## src/rtl/multicycle_cpu.sv

```systemverilog
// multicycle_cpu: multi-cycle processor core with writable instruction memory,
// register file, program counter and a FETCH/DECODE/EXECUTE/WRITEBACK sequencer.
//
// Ports:
//   clk          rising-edge system clock
//   reset        asynchronous active-low reset
//   start        run request, honoured only in IDLE or HALTED
//   prog_we      instruction memory write enable (IDLE/HALTED only)
//   prog_addr    instruction memory write address
//   prog_data    instruction memory write data
//   inst_out     current instruction register
//   mem_data_out last value written back to the register file
//   pc_out       program counter
//   busy         high in FETCH, DECODE, EXECUTE and WRITEBACK
//   halted       high in HALTED
//   wb_valid     one-cycle pulse per register file write
//
// Instruction format, MSB first: [op(3) | dest | src1 | src2].
module multicycle_cpu #(
    parameter int DATA_W     = 8,
    parameter int REG_ADDR_W = 2,
    parameter int PC_W       = 4
) (
    input  logic                      clk,
    input  logic                      reset,
    input  logic                      start,
    input  logic                      prog_we,
    input  logic [PC_W-1:0]           prog_addr,
    input  logic [3+3*REG_ADDR_W-1:0] prog_data,
    output logic [3+3*REG_ADDR_W-1:0] inst_out,
    output logic [DATA_W-1:0]         mem_data_out,
    output logic [PC_W-1:0]           pc_out,
    output logic                      busy,
    output logic                      halted,
    output logic                      wb_valid
);

    localparam int INST_W = 3 + 3*REG_ADDR_W;
    localparam int NREGS  = 2**REG_ADDR_W;
    localparam int NWORDS = 2**PC_W;

    typedef enum logic [2:0] {
        S_IDLE,
        S_FETCH,
        S_DECODE,
        S_EXECUTE,
        S_WRITEBACK,
        S_HALTED
    } state_t;

    typedef enum logic [2:0] {
        OP_ADD  = 3'd0,
        OP_SUB  = 3'd1,
        OP_AND  = 3'd2,
        OP_OR   = 3'd3,
        OP_XOR  = 3'd4,
        OP_LDI  = 3'd5,
        OP_JMP  = 3'd6,
        OP_HALT = 3'd7
    } op_t;

    state_t                state_q, state_d;
    logic [PC_W-1:0]       pc_q, pc_d;
    logic [INST_W-1:0]     ir_q, ir_d;
    logic [DATA_W-1:0]     a_q, a_d;
    logic [DATA_W-1:0]     b_q, b_d;
    logic [DATA_W-1:0]     res_q, res_d;
    logic [DATA_W-1:0]     mdo_q, mdo_d;
    logic                  wb_valid_q, wb_valid_d;
    logic [DATA_W-1:0]     rf_q [NREGS];
    logic [DATA_W-1:0]     rf_d [NREGS];
    logic [INST_W-1:0]     imem_q [NWORDS];
    logic                  imem_we;

    op_t                   op;
    logic [REG_ADDR_W-1:0] dest, src1, src2;
    logic                  idle_or_halted;

    assign op   = op_t'(ir_q[INST_W-1 -: 3]);
    assign dest = ir_q[3*REG_ADDR_W-1 -: REG_ADDR_W];
    assign src1 = ir_q[2*REG_ADDR_W-1 -: REG_ADDR_W];
    assign src2 = ir_q[REG_ADDR_W-1:0];

    assign idle_or_halted = (state_q == S_IDLE) || (state_q == S_HALTED);
    assign imem_we        = prog_we && idle_or_halted;

    always_comb begin
        state_d    = state_q;
        pc_d       = pc_q;
        ir_d       = ir_q;
        a_d        = a_q;
        b_d        = b_q;
        res_d      = res_q;
        mdo_d      = mdo_q;
        wb_valid_d = 1'b0;
        rf_d       = rf_q;

        unique case (state_q)
            S_IDLE, S_HALTED: begin
                if (start) begin
                    pc_d    = '0;
                    state_d = S_FETCH;
                end
            end
            S_FETCH: begin
                ir_d    = imem_q[pc_q];
                state_d = S_DECODE;
            end
            S_DECODE: begin
                a_d     = rf_q[src1];
                b_d     = rf_q[src2];
                state_d = S_EXECUTE;
            end
            S_EXECUTE: begin
                state_d = S_WRITEBACK;
                unique case (op)
                    OP_ADD:  res_d = a_q + b_q;
                    OP_SUB:  res_d = a_q - b_q;
                    OP_AND:  res_d = a_q & b_q;
                    OP_OR:   res_d = a_q | b_q;
                    OP_XOR:  res_d = a_q ^ b_q;
                    OP_LDI:  res_d = DATA_W'({src1, src2});
                    OP_JMP: begin
                        pc_d    = PC_W'({dest, src1, src2});
                        state_d = S_FETCH;
                    end
                    OP_HALT: state_d = S_HALTED;
                endcase
            end
            S_WRITEBACK: begin
                rf_d[dest] = res_q;
                mdo_d      = res_q;
                wb_valid_d = 1'b1;
                pc_d       = pc_q + 1'b1;
                state_d    = S_FETCH;
            end
            default: state_d = S_IDLE;
        endcase
    end

    always_ff @(posedge clk or negedge reset) begin
        if (!reset) begin
            state_q    <= S_IDLE;
            pc_q       <= '0;
            ir_q       <= '0;
            a_q        <= '0;
            b_q        <= '0;
            res_q      <= '0;
            mdo_q      <= '0;
            wb_valid_q <= 1'b0;
            for (int unsigned i = 0; i < NREGS; i++) rf_q[i] <= '0;
        end else begin
            state_q    <= state_d;
            pc_q       <= pc_d;
            ir_q       <= ir_d;
            a_q        <= a_d;
            b_q        <= b_d;
            res_q      <= res_d;
            mdo_q      <= mdo_d;
            wb_valid_q <= wb_valid_d;
            rf_q       <= rf_d;
        end
    end

    // Program memory survives reset so a loaded program can be rerun.
    always_ff @(posedge clk) begin
        if (imem_we) imem_q[prog_addr] <= prog_data;
    end

    assign inst_out     = ir_q;
    assign mem_data_out = mdo_q;
    assign pc_out       = pc_q;
    assign wb_valid     = wb_valid_q;
    assign busy         = (state_q == S_FETCH) || (state_q == S_DECODE) ||
                          (state_q == S_EXECUTE) || (state_q == S_WRITEBACK);
    assign halted       = (state_q == S_HALTED);

endmodule

```

## config.mk

```make
export PLATFORM = sky130hd
export DESIGN_NAME = multicycle_cpu
export DESIGN_NICKNAME = d
export VERILOG_FILES = /design/src/rtl/multicycle_cpu.sv
export SDC_FILE = /design/constraint.sdc
export NUM_CORES = 1
export LEC_CHECK = 0
export BUFFER_PORTS_ARGS = -buffer_cell sky130_fd_sc_hd__buf_2
export CORE_MARGIN = 2
export CORE_UTILIZATION = 50
export DETAILED_ROUTE_END_ITERATION = 12
export GPL_ROUTABILITY_DRIVEN = 0
export PLACE_DENSITY_LB_ADDON = 0.05
export SKIP_LAST_GASP = 1
export SLEW_MARGIN = 20
export SYNTH_ARGS = -nofsm -noshare
export SYNTH_HDL_FRONTEND = slang
export SYNTH_SLANG_ARGS = --single-unit
```

## constraint.sdc

```tcl
create_clock -name clk -period 3.5 [get_ports clk]
set_clock_uncertainty 0.1 [all_clocks]
set_input_delay 0.7 -clock clk [delete_from_list [all_inputs] [get_ports clk]]
set_output_delay 0.7 -clock clk [all_outputs]
set_load 0.02 [all_outputs]
```

# --- Yosys cells after proc, flatten, opt, wreduce, memory -nomap -nowiden ---
# Memory sizes are Yosys's and may differ from the RTL's. A register that Yosys moved wholly into a read port is not among the register bits.
# Index checks and enable logic that the tools add are counted.
classes:
  add_sub_neg: 3
  magnitude_cmp: 4
  n_eq_ne: 14
  muxes: 19
  bitwise_logic: 6
  reduce_logical: 14
ops:
  columns: ["cell", "count"]
  rows:
  - ["8-bit one-hot mux with 6 select lines", 1]
  - ["8-bit 2-to-1 mux", 5]
  - ["8-bit binary-select mux with 2-bit select", 2]
  - ["32-bit bitwise mux", 1]
  - ["3-bit == test, second input constant", 6]
  - ["8-bit demux with 2-bit select", 1]
  - ["3-bit one-hot mux with 5 select lines", 1]
  - ["3-bit by 2-bit == test with 1-bit output, second input constant", 4]
  - ["4-bit one-hot mux with 3 select lines", 1]
  - ["3-bit >= comparator, second input constant", 3]
  - ["2-bit NOT with 3-bit output", 3]
  - ["8-bit adder", 1]
  - ["8-bit bitwise AND", 1]
  - ["4-bit 2-to-1 mux", 2]
  - ["8-bit OR", 1]
  - ["8-bit subtractor", 1]
  - ["8-bit bitwise XOR", 1]
  - ["3-bit by 1-bit == test with 1-bit output, second input constant", 2]
  - ["3-bit zero test", 2]
  - ["3-bit one-hot mux with 2 select lines", 1]
  - ["6-bit nonzero test", 1]
  - ["4-bit by 1-bit adder with 4-bit output, second input constant", 1]
  - ["1-bit logical OR", 4]
  - ["3-bit by 1-bit less-than comparator with 1-bit output, second input constant", 1]
  - ["other kinds (10)", 13]
totals:
  reg_bits: 72
  ramBits: 144
  in_bits: 17
  output_inout_bits: 24
  elab_cells: 72
  n_memories: 1
memory_table:
  columns: ["memory", "words", "word_bits", "rd", "rd_ports_with_merged_regs", "write_ports", "line_no", "text"]
  rows:
  - ["imem_q", 16, 9, 1, 1, 1, "72", "logic [INST_W-1:0] imem_q [NWORDS];"]

# --- Depth between registers and ports, before layout ---
# Gate-level depths: netlist (run 1).
logic_depth:
  word_depth: 6
  mapped_depth: 11

# --- Least setup slack after synthesis (run 1) ---
# OpenSTA, ideal clock, no wires.
synth_path:
  path_kind: "reg-to-reg"
  start: "register ir_q[8] (netlist: inst_out[8]) (read register of imem_q)"
  end: "register res_q[4]"
  arrival_time_ns: 2.276
  slack_ns: 0.995
  stages_incl_launch_ff: 10
  n_path_buf: 1
  cell_sequence: "dfrtp_1 > buf_4 > nor3b_4 > mux2i_1 > fa_1 > a21o_1 > a21oi_1 > xnor2_1 > a221oi_1 > o21ai_1"
synth_via:
  elab_chain_cells: 3
synth_rtl:
  columns: ["element", "line_no", "text"]
  rows:
  - ["start: declaration", "64", "logic [INST_W-1:0] ir_q, ir_d;"]
  - ["3-bit == test (tied with other cells)", "116", "unique case (op)"]
  - ["6-bit nonzero test (no line)", null, null]
  - ["2-bit AND reduction (no line)", null, null]
  - ["end signal: assignment", "158", "res_q <= res_d;"]
  - ["end: declaration", "67", "logic [DATA_W-1:0] res_q, res_d;"]
# Parallel ways exist; a longest one is shown, timed or not.
# A chain may end at the register's enable or synchronous reset.

# --- Worst setup path after layout (run 1) ---
# Same ends and word-level chain as after synthesis.

==> metrics.txt, run 1 <==
outcome=complete, no violations; Cells after Synth=713; Util after Layout=57.2%; detailed-placement wirelength estimate=15,400 microns; ys flop type=edfxtp_1; Peak Freq=0.380 GHz; Synth warnings=0; core area=20,200 sq um; Fillers=1,592; clock buffer depth=3; Fin. Hold Viols=0; average routed wire per standard cell=21.9 microns; DP Cell Count=~1,000; P&R area growth vs syn=12.5%; WHS=0.147 ns; cell taking the most area after synthesis=edfxtp_1; unrepaired setup endpoints after global routing=false; final setup TNS=0 ns; worst reg2reg startpoint=inst_out[8]; Top Ports=41; clock sinks=225; crit end category=flip-flop; clk root buf=clkbuf_16; worst slew pin tran=0.969 ns; antenna violations before repair=0; crit-path max FO=13; Cell Area, Synth=10,300 sq um; max_cap viols=0; starting DRC count in detailed routing=roughly 340; reg-to-reg slack, setup=0.87 ns; worst rel slew slack=35.4%; largest net degree at the start of global routing=82; layout cells sized above 1=20.7%; Placement Cell Area=10,800 sq um; Skew-Pair Late Insertion Delay=0.51 ns; Post-synth EDFFs=approximately 140; Sequential Area=about 6400 sq um; Multi-input gate area=around 3600 sq um; syn nets=756; Worst Setup Start Kind=flip-flop; Seq/Total Area, Yosys=61.9%; Routed WL=23,100 microns; H-tree Lvls=1; Pre-Repair DR Iteration Count=4; PortBufs=40; endpoints failing setup=0; Num CTS Buffers=24; final period utilization=75.2%; first-pass GRT wire length=36,000 microns; Rows=52; die area=roughly 22,000 sq um; via/cell ratio=5.68; top area cells in the synthesized netlist=edfxtp_1 42%, dfrtp_1 20%, mux4_2 9.2%, mux2_1 3.6%, ha_1 3.0%; CTS tree=built; Hold Crit Class=in -> async; hold_buf cts=0; Die Width=147 microns; syn_area_per_cell=14.4 sq um; Nets=810; WP data arrival=2.92 ns; post-route cell area=11,500 sq um; Slew Limit Fails=0; critical setup path kind=reg -> reg; clock slew at reported path FFs=0.06 ns; ANT nets after route=0; commonest non-fill, non-tap cell in the layout=edfxtp_1; post-synthesis register bit count=225; most frequent cells in the layout=144 x edfxtp_1, 80 x dfrtp_1, 69 x nand2_1, 54 x nor2_1, 42 x mux4_2; Final min period=2.63 ns; asr flop ratio synth=36.0%; Power per Cell Area=872 nW/um^2; Initial Utilization=50.8%; Layout Cells excl Fill=about 1,100; gr usage total=22.1%; vias post-DR=5,990; Die Ht=147 microns; R2R depth=8; maximum vdd drop=roughly 0.00045 V; Yosys top cell area share=between 40% and 50%; post-synth cell types=60; # DRC=0; Setup Fix Bufs, Post-CTS=0; FF-to-FF End=res_q[4]; Remaining Overflow, GRT=0; number of global-route vias before repair=6,239; post_cts resized=0; leak pwr=4.42 nW; Critical Path RT=3.79 ns
-- registers in the layout, indices dropped and copies added, names as in the netlist --
register / count
mem_data_out: 8
imem_q: 144
pc_out: 4
inst_out: 9
res_q: 8
rf_q: 32
state_q: 3
a_q: 8
b_q: 8
wb_valid: 1
-- cell families (layout without fill, tap and decap cells) --
family,Yosys count,count (layout),synth area share (%)
xor+xnor,13,13,1.18
mux,106,106,16.3
simple gates,174,174,8.02
compound gates,110,110,6.45
other cells,0,1,0
fa+ha+maj,26,26,3.25
buf+inv,59,129,2.89
flops,225,225,61.9
-- per-stage QoR --
step	power [mW]	setup slack (ns)
floorplan	6.66	0.995
global placement	7.64	0.959
detailed placement	7.72	0.881
CTS	10.2	0.855
global route	10.7	0.633
finish	10.1	0.868
-- worst max-delay path, cell delays in order, from the launching register on --
cell and delay (ns):
dfrtp_1 0.52, nor3b_4 0.42, mux2i_1 0.19, fa_1 0.49, a21o_1 0.19, a21oi_1 0.17
xnor2_1 0.08, a221oi_1 0.25, o21ai_1 0.08
-- routing by layer --
metal  up-vias  part of all wire, %  wire, microns  track usage (%)
met4         0                  3.8            870             8.94
met1      3046                   39           9100             27.4
met2       127                   52          12100             39.0
met3        51                  4.5           1040             3.14
met5         -                    0              0                0
li1       2766                    -              -                -
-- power by group --
part / switching (mW) / leakage, nW / internal [mW] / total (mW)
combinational: 2.05 / 1.71 / 1.71 / 3.77
clock: 0.999 / 0.373 / 1.42 / 2.42
sequential: 0.601 / 2.35 / 3.27 / 3.87
total: 3.65 / 4.42 / 6.40 / 10.1
-- final cells by class --
cell class,instances,area share (%)
antenna,1,0.0217
clock buffer,33,5.85
clock inverter,9,0.716
inverter,26,0.846
multi-input combinational,429,31.3
sequential,225,55.0
tap,270,2.93
timing repair buffer,61,3.26
-- cells in the mapped netlist, types with 3 or more instances --
cell,n
nor2_1,54
edfxtp_1,144
clkbuf_1,6
xnor2_1,11
buf_2,15
inv_1,23
mux4_2,42
nand3_1,4
a31oi_1,4
nor3_1,11
mux2_1,33
nor2b_1,7
o21ai_0,7
a211oi_1,4
ha_1,25
nand2_1,69
o22ai_1,14
o21ai_1,38
mux2_4,8
a21oi_1,27
buf_4,5
dfrtp_1,81
nand3b_1,3
buf_6,5
mux2i_1,21
nand2b_1,7
-- worst max-delay path by stage --
| stage | start | end | slack (ns) |
|---|---|---|---|
| 6_report | inst_out[8] | res_q[4] | 0.87 |
| 5_1_grt | inst_out[8] | res_q[4] | 0.63 |
| 2_1_floorplan | inst_out[8] | res_q[4] | 1.0 |
| 3_3_place_gp | inst_out[8] | res_q[4] | 0.96 |
| 4_1_cts | inst_out[8] | res_q[6] | 0.85 |
| 3_5_place_dp | inst_out[8] | res_q[6] | 0.88 |
No activity file was read; power rests on OpenSTA's default activity.
==> inputs of run 2 (changes only) <==
--- a/config.mk
+++ b/config.mk
@@ -5,6 +5,7 @@
 export SDC_FILE = /design/constraint.sdc
 export NUM_CORES = 1
 export LEC_CHECK = 0
+export ABC_AREA = 1
 export BUFFER_PORTS_ARGS = -buffer_cell sky130_fd_sc_hd__buf_2
 export CORE_MARGIN = 2
 export CORE_UTILIZATION = 50
==> constraint.sdc (replaced) <==
create_clock -name clk -period 2.11 [get_ports clk]
set_clock_uncertainty 0.1 [all_clocks]
set_input_delay 0.422 -clock clk [delete_from_list [all_inputs] [get_ports clk]]
set_output_delay 0.422 -clock clk [all_outputs]
set_load 0.02 [all_outputs]
==> run 2 against run 1 <==
The flow now finishes with violations (setup timing). Utilization grew 3.2 points. Worst setup slack lost 0.96 ns. Critical path depth grew 5. Largest power group is now combinational cells. Area after synthesis grew 1.4%. Via count grew 28%. Wire length grew 12%.
==> metrics.txt, run 2 <==
clock sinks=225; Cell Area, Synth=10,400 sq um; outcome=finished, violations left; worst reg2reg startpoint=inst_out[7]; max_cap viols=0; Cells after Synth=between 1,000 and 1,500; antenna violations before repair=0; unrepaired setup endpoints after global routing=true; met3 Track Usage GR=between 3 and 4%; Multi-input gate area=3600 sq um; Layout Cells excl Fill=1,434; critical setup path kind=reg -> reg; WP data arrival=2.56 ns; syn nets=~1,100; clock share of power=24.0%; first-pass GRT wire length=41,100 microns; syn_area_per_cell=9.85 sq um; Seq/Total Area, Yosys=around three fifths; ANT nets after route=0; ys flop type=edfxtp_1; gr usage total=24.2%; detailed-placement wirelength estimate=17,500 microns; final period utilization=104%; # DRC=0; combinational power share=roughly two fifths; via/cell ratio=5.36; setup ws final=-0.0911 ns; Initial Utilization=51.2%; leak pwr=5.06 nW; Final min period=around 2.2 ns; met2 Usage GRT=42.6%; cell taking the most area after synthesis=edfxtp_1; starting DRC count in detailed routing=667; asr flop ratio synth=36.0%; PortBufs=40; post-synthesis register bit count=about 230; DP Cell Count=1,382; clock slew at reported path FFs=0.06 ns; core area=around 20,000 sq um; Synth warnings=0; Fin. Hold Viols=0; max reg flops=between 100 and 150; clock buffer depth=3; Routed WL=25,900 microns; met1 GRT Util=31.1%; Overall Power=approximately 18 mW; P&R area growth vs syn=18.0%; worst slew pin tran=0.484 ns; commonest non-fill, non-tap cell in the layout=nand2_1; Die Ht=148 microns; CTS tree=built; maximum vdd drop=0.000721 V; R2R depth=13; Yosys top cell area share=41.6%; clk root buf=clkbuf_16; Nets=between 1,000 and 1,500; post-synth cell types=38; crit-path max FO=6; Biggest register=imem_q; Die Width=148 microns; Skew-Pair Late Insertion Delay=0.54 ns; die area=between 20,000 and 25,000 sq um; Flop pwr share=34.1%; Pre-Repair DR Iteration Count=5; Slew Limit Fails=0; crit path launch=inst_out[7]; crit end category=flip-flop; most frequent cells in the layout=163 x nand2_1, 161 x o21ai_0, 144 x edfxtp_1, 122 x nor2_1, 81 x inv_1; average routed wire per standard cell=18.1 microns; failing checks=setup timing; endpoints failing setup=4; switching part of the total=39.4%; GRT busiest layer=met2; reg-to-reg slack, setup=-0.09 ns; largest net degree at the start of global routing=43; Critical Path RT=2.47 ns; Top Ports=between 40 and 50; Power per Cell Area=1450 nW/um^2; top area cells in the synthesized netlist=edfxtp_1 42%, dfrtp_1 19%, o21ai_0 7.8%, nand2_1 6.2%, nor2_1 4.5%; worst rel slew slack=between 60% and 70%; final setup TNS=-0.238 ns; Power Internal=10.8 mW; Post-synth EDFFs=144; vias post-DR=between 7,000 and 8,000; H-tree Lvls=1; Sw Pwr=between 7 and 8 mW; Worst Setup Start Kind=flip-flop; layout cells sized above 1=18.2%; Sequential Area=between 6000 and 7000 sq um; most frequent cell after synthesis=nand2_1; number of global-route vias before repair=7,478; most frequent cells after synthesis=172 x nand2_1, 163 x o21ai_0, 144 x edfxtp_1; Rows=between 50 and 60; Remaining Overflow, GRT=0; FF-to-FF End=res_q[7]; Peak Freq=0.454 GHz; Inserted Diodes=0; Fillers=1,736; Num CTS Buffers=25; Worst Setup EP=res_q[7]; Hold Crit Class=in -> reg
-- run 2: cell types whose count changed after synthesis, sizes merged, moves of 21 or more --
| cell | before | now |
|---|---|---|
| nor2 | 56 | 131 |
| mux2 | 43 | 0 |
| nor3 | 12 | 34 |
| mux2i | 21 | 0 |
| nand3 | 5 | 45 |
| inv | 25 | 93 |
| o21ai | 45 | 190 |
| mux4 | 42 | 0 |
| nand2 | 70 | 175 |
-- run 2: worst min-delay path by stage --
stage           from    endpoint  slack [ns]  cells past startpoint
2_1_floorplan  reset      a_q[0]        0.03                      0
3_3_place_gp   reset      a_q[5]        0.32                      1
3_5_place_dp   reset      a_q[5]        0.31                      1
4_1_cts        start  state_q[2]        0.03                      2
5_1_grt        start  state_q[0]        0.04                      2
6_report       start  state_q[2]        0.04                      2
-- run 2: kinds of logic (layout without fill, tap and decap cells) --
| kind of cell | after synthesis | after routing | synth area share, % |
|---|---|---|---|
| xor gates and xnor gates | 8 | 8 | 0.674 |
| AOI/OAI and AO/OA | 254 | 254 | 12.8 |
| buffers and inverters | 145 | 253 | 5.74 |
| adders and majority gates | 26 | 26 | 3.20 |
| DFF | 225 | 225 | 61.1 |
| and+or+nand+nor | 398 | 398 | 16.6 |
-- run 2: repair_timing --
action / 4_1_cts / 5_1_grt
endpoints found under the setup margin: 6 / 154
hold endpoints to repair: 32 / 0
gates resized for setup: 8 / 31
pin swaps: 9 / 20
setup buffers: 4 / 3
hold buffers: 1 / 0
-- run 2: power by group through the flow --
stage                     Clock, mW  Sequential (mW)  Combinational [mW]
after detailed placement          0             6.13                6.99
after CTS                      4.33             6.05                7.16
final                          4.27             6.08                7.49
after global routing           4.52             6.17                8.39
after floorplan                   0             6.14                4.55
after global placement            0             6.10                6.93
-- run 2: cell type report --
type / instances / share of cell area [%]
inverters: 95 / 2.95
flip-flops and latches: 225 / 51.8
repair buffers: 114 / 6.67
multi-input cells: 686 / 29.3
well taps: 270 / 2.75
clock inverters: 12 / 0.958
clock buffers: 32 / 5.56
-- run 2: routing by layer --
metal / vias up / wire length [microns]
li1: 3787 / -
met4: 0 / 746
met1: 3689 / 10800
met2: 164 / 13300
met3: 47 / 1060
met5: - / 0
-- run 2: through the flow --
stage | setup WS (ns) | hold slack [ns] | cell area, sq um | utilization, %
floorplan | -0.0748 | 0.0264 | 10500 | -
global placement | -0.114 | 0.315 | 11300 | 55.6
detailed placement | -0.136 | 0.314 | 11300 | 55.6
CTS | -0.0472 | 0.0301 | 12200 | 59.9
global route | -0.245 | 0.0446 | 12300 | 60.5
finish | -0.0911 | 0.0359 | 12300 | 60.5
-- run 2: critical path, stage by stage, from the launching register on --
cell and delay, ns:
dfrtp_1 0.39, nor2_4 0.05, nand2_2 0.14, inv_2 0.06, or2_4 0.24, xor2_1 0.14, ha_1 0.35, nand2_1 0.11
nand2_2 0.06, a21oi_2 0.14, nand2_2 0.07, nand3_2 0.06, nand3_2 0.08, a21oi_2 0.13
==> inputs of run 3 (changes only) <==
--- a/config.mk
+++ b/config.mk
@@ -12,6 +12,7 @@
 export DETAILED_ROUTE_END_ITERATION = 12
 export GPL_ROUTABILITY_DRIVEN = 0
 export PLACE_DENSITY_LB_ADDON = 0.05
+export REMOVE_ABC_BUFFERS = 1
 export SKIP_LAST_GASP = 1
 export SLEW_MARGIN = 20
 export SYNTH_ARGS = -nofsm -noshare
==> run 3 against run 2 <==
The run still ends with setup timing left. Utilization about the same. Design area is essentially flat. Critical path depth rose by 1. Wire length barely moved. First-iteration DRC count decreased by 18%. Die area unchanged. Largest power group unchanged.
==> metrics.txt, run 3 (synthesis results as in run 2) <==
outcome=finished, violations left; failing checks=setup timing; Pre-Repair DR Iteration Count=5; max_cap viols=0; unrepaired setup endpoints after global routing=true; Hold Crit Endpoint=state_q[2]; R2R depth=14; core area=20,300 sq um; Biggest register=imem_q; worst rel slew slack=68.7%; ANT nets after route=0; Skew-Pair Late Insertion Delay=around 0.54 ns; # DRC=0; via/cell ratio=5.42; CTS tree=built; maximum vdd drop=slightly above 0.0007 V; Remaining Overflow, GRT=0; Hold Path Cell Cnt=2; Top Ports=41; endpoints failing setup=6; gr usage total=23.6%; crit-path max FO=3; Critical Path RT=2.47 ns; largest stage delay on the critical path=around 0.4 ns; vias post-DR=7,765; Fin. Hold Viols=0; Final min period=2.23 ns; average routed wire per standard cell=18.1 microns; Most common cell on crit path=buf_6; leak pwr=5.04 nW; H-tree Lvls=1; starting DRC count in detailed routing=between 500 and 600; Util after Layout=60.5%; post-route cell area=12,300 sq um; final setup TNS=-0.384 ns; P&R area growth vs syn=18.0%; worst slew pin tran=0.469 ns; Inserted Diodes=0; first-pass GRT wire length=40,000 microns; FF-to-FF End=res_q[6]; commonest non-fill, non-tap cell in the layout=nand2_1; layout cells sized above 1=18.5%; Peak Freq=0.449 GHz; crit end category=flip-flop; Rows=52; Fillers=between 1,500 and 2,000; Worst Setup Start Kind=flip-flop; Overall Power=roughly 18 mW; max reg flops=144; Initial Utilization=around 50%; hold_sp=start; clock slew at reported path FFs=roughly 0.060 ns; largest net degree at the start of global routing=42; Routed WL=25,900 microns; reg-to-reg slack, setup=-0.12 ns; crit-path cells=nor2_2, nand2_2, buf_6, nand2_4, nand2_2, xor2_1, ha_1, buf_6, buf_6, a21oi_4, nand3_1, nand2_1, nand3_1, a21oi_1; critical setup path kind=reg -> reg; Slew Limit Fails=0; number of global-route vias before repair=between 7,000 and 8,000; Die Width=between 100 and 150 microns; Nets=1,188; antenna violations before repair=0; PortBufs=40; Placement Cell Area=11,200 sq um; Num CTS Buffers=25; detailed-placement wirelength estimate=17,200 microns; Power per Cell Area=1480 nW/um^2; most frequent cells in the layout=162 x nand2_1, 159 x o21ai_0, 144 x edfxtp_1, 123 x nor2_1, 82 x inv_1; clock sinks=roughly 230; final period utilization=105%; clk root buf=clkbuf_16; Hold Crit Class=in -> reg; setup ws final=-0.115 ns; slowest CP cell=dfrtp_1; Die Ht=148 microns; clock buffer depth=3; worst reg2reg startpoint=inst_out[7]; die area=22,000 sq um; WP data arrival=about 2.6 ns
==> run 3: cell count changes in the layout (fill, tap and decap cells not counted), sizes merged <==
cell and delta:
clkbuf -1, clkinvlp +3, buf -2, bufinv -1
==> run 3: critical path: cells and delay by family, from the launching register on <==
kind,cells,cell delay (ns)
compound gates,2,0.24
xor+xnor,1,0.14
fa+ha+maj,1,0.34
buf+inv,3,0.39
flops,1,0.39
simple gates,7,0.56
==> run 3: worst max path at each step <==
stage,start,end,slack [ns],depth (start not counted)
finish,inst_out[7],res_q[6],-0.12,14
floorplan,pc_out[0],inst_out[1],-1.41,7
global placement,b_q[0],res_q[6],-0.20,13
global route,b_q[1],res_q[7],-0.24,15
CTS,b_q[0],res_q[7],-0.13,15
detailed placement,b_q[0],res_q[6],-0.23,13
==> run 3: what timing repair did <==
action                                  4_1_cts  5_1_grt
hold buffers                                  1        0
pin swaps                                     9       32
endpoints found under the setup margin        7        8
buffers inserted                              2        6
resized for setup                            14       41
endpoints found under the hold margin        24        0
==> run 3: layer usage <==
layer | GRT usage, % | wire length (microns) | vias up | part of all wire [%]
met4 | 8.43 | 875 | 0 | 3.4
li1 | - | - | 3782 | -
met1 | 31.2 | 11100 | 3734 | 43
met2 | 40.4 | 12900 | 195 | 50
met5 | 0 | 0 | - | 0
met3 | 2.79 | 1080 | 54 | 4.1
==> run 3: through the flow <==
step           cells  hold slack (ns)  worst slack [ns]
3_5_place_dp    1379            0.273            -0.231
6_report        1433           0.0646            -0.115
2_1_floorplan   1006           0.0264             -1.41
4_1_cts         1427           0.0408            -0.128
3_3_place_gp    1379            0.266            -0.199
5_1_grt         1433           0.0540            -0.242
==> run 3: final cells by class <==
class | count | area (sq um) | area share [%]
inverters | 95 | 362 | 2.95
multi-input cells | 686 | 3610 | 29.4
repair buffers | 112 | 818 | 6.66
clock inverters | 14 | 114 | 0.927
flip-flops and latches | 225 | 6350 | 51.8
well taps | 270 | 338 | 2.75
clock buffers | 31 | 678 | 5.52
==> run 3: power by group <==
group	internal (mW)	switching [mW]
clock network	2.41	1.77
registers	5.42	0.624
logic	3.11	4.86
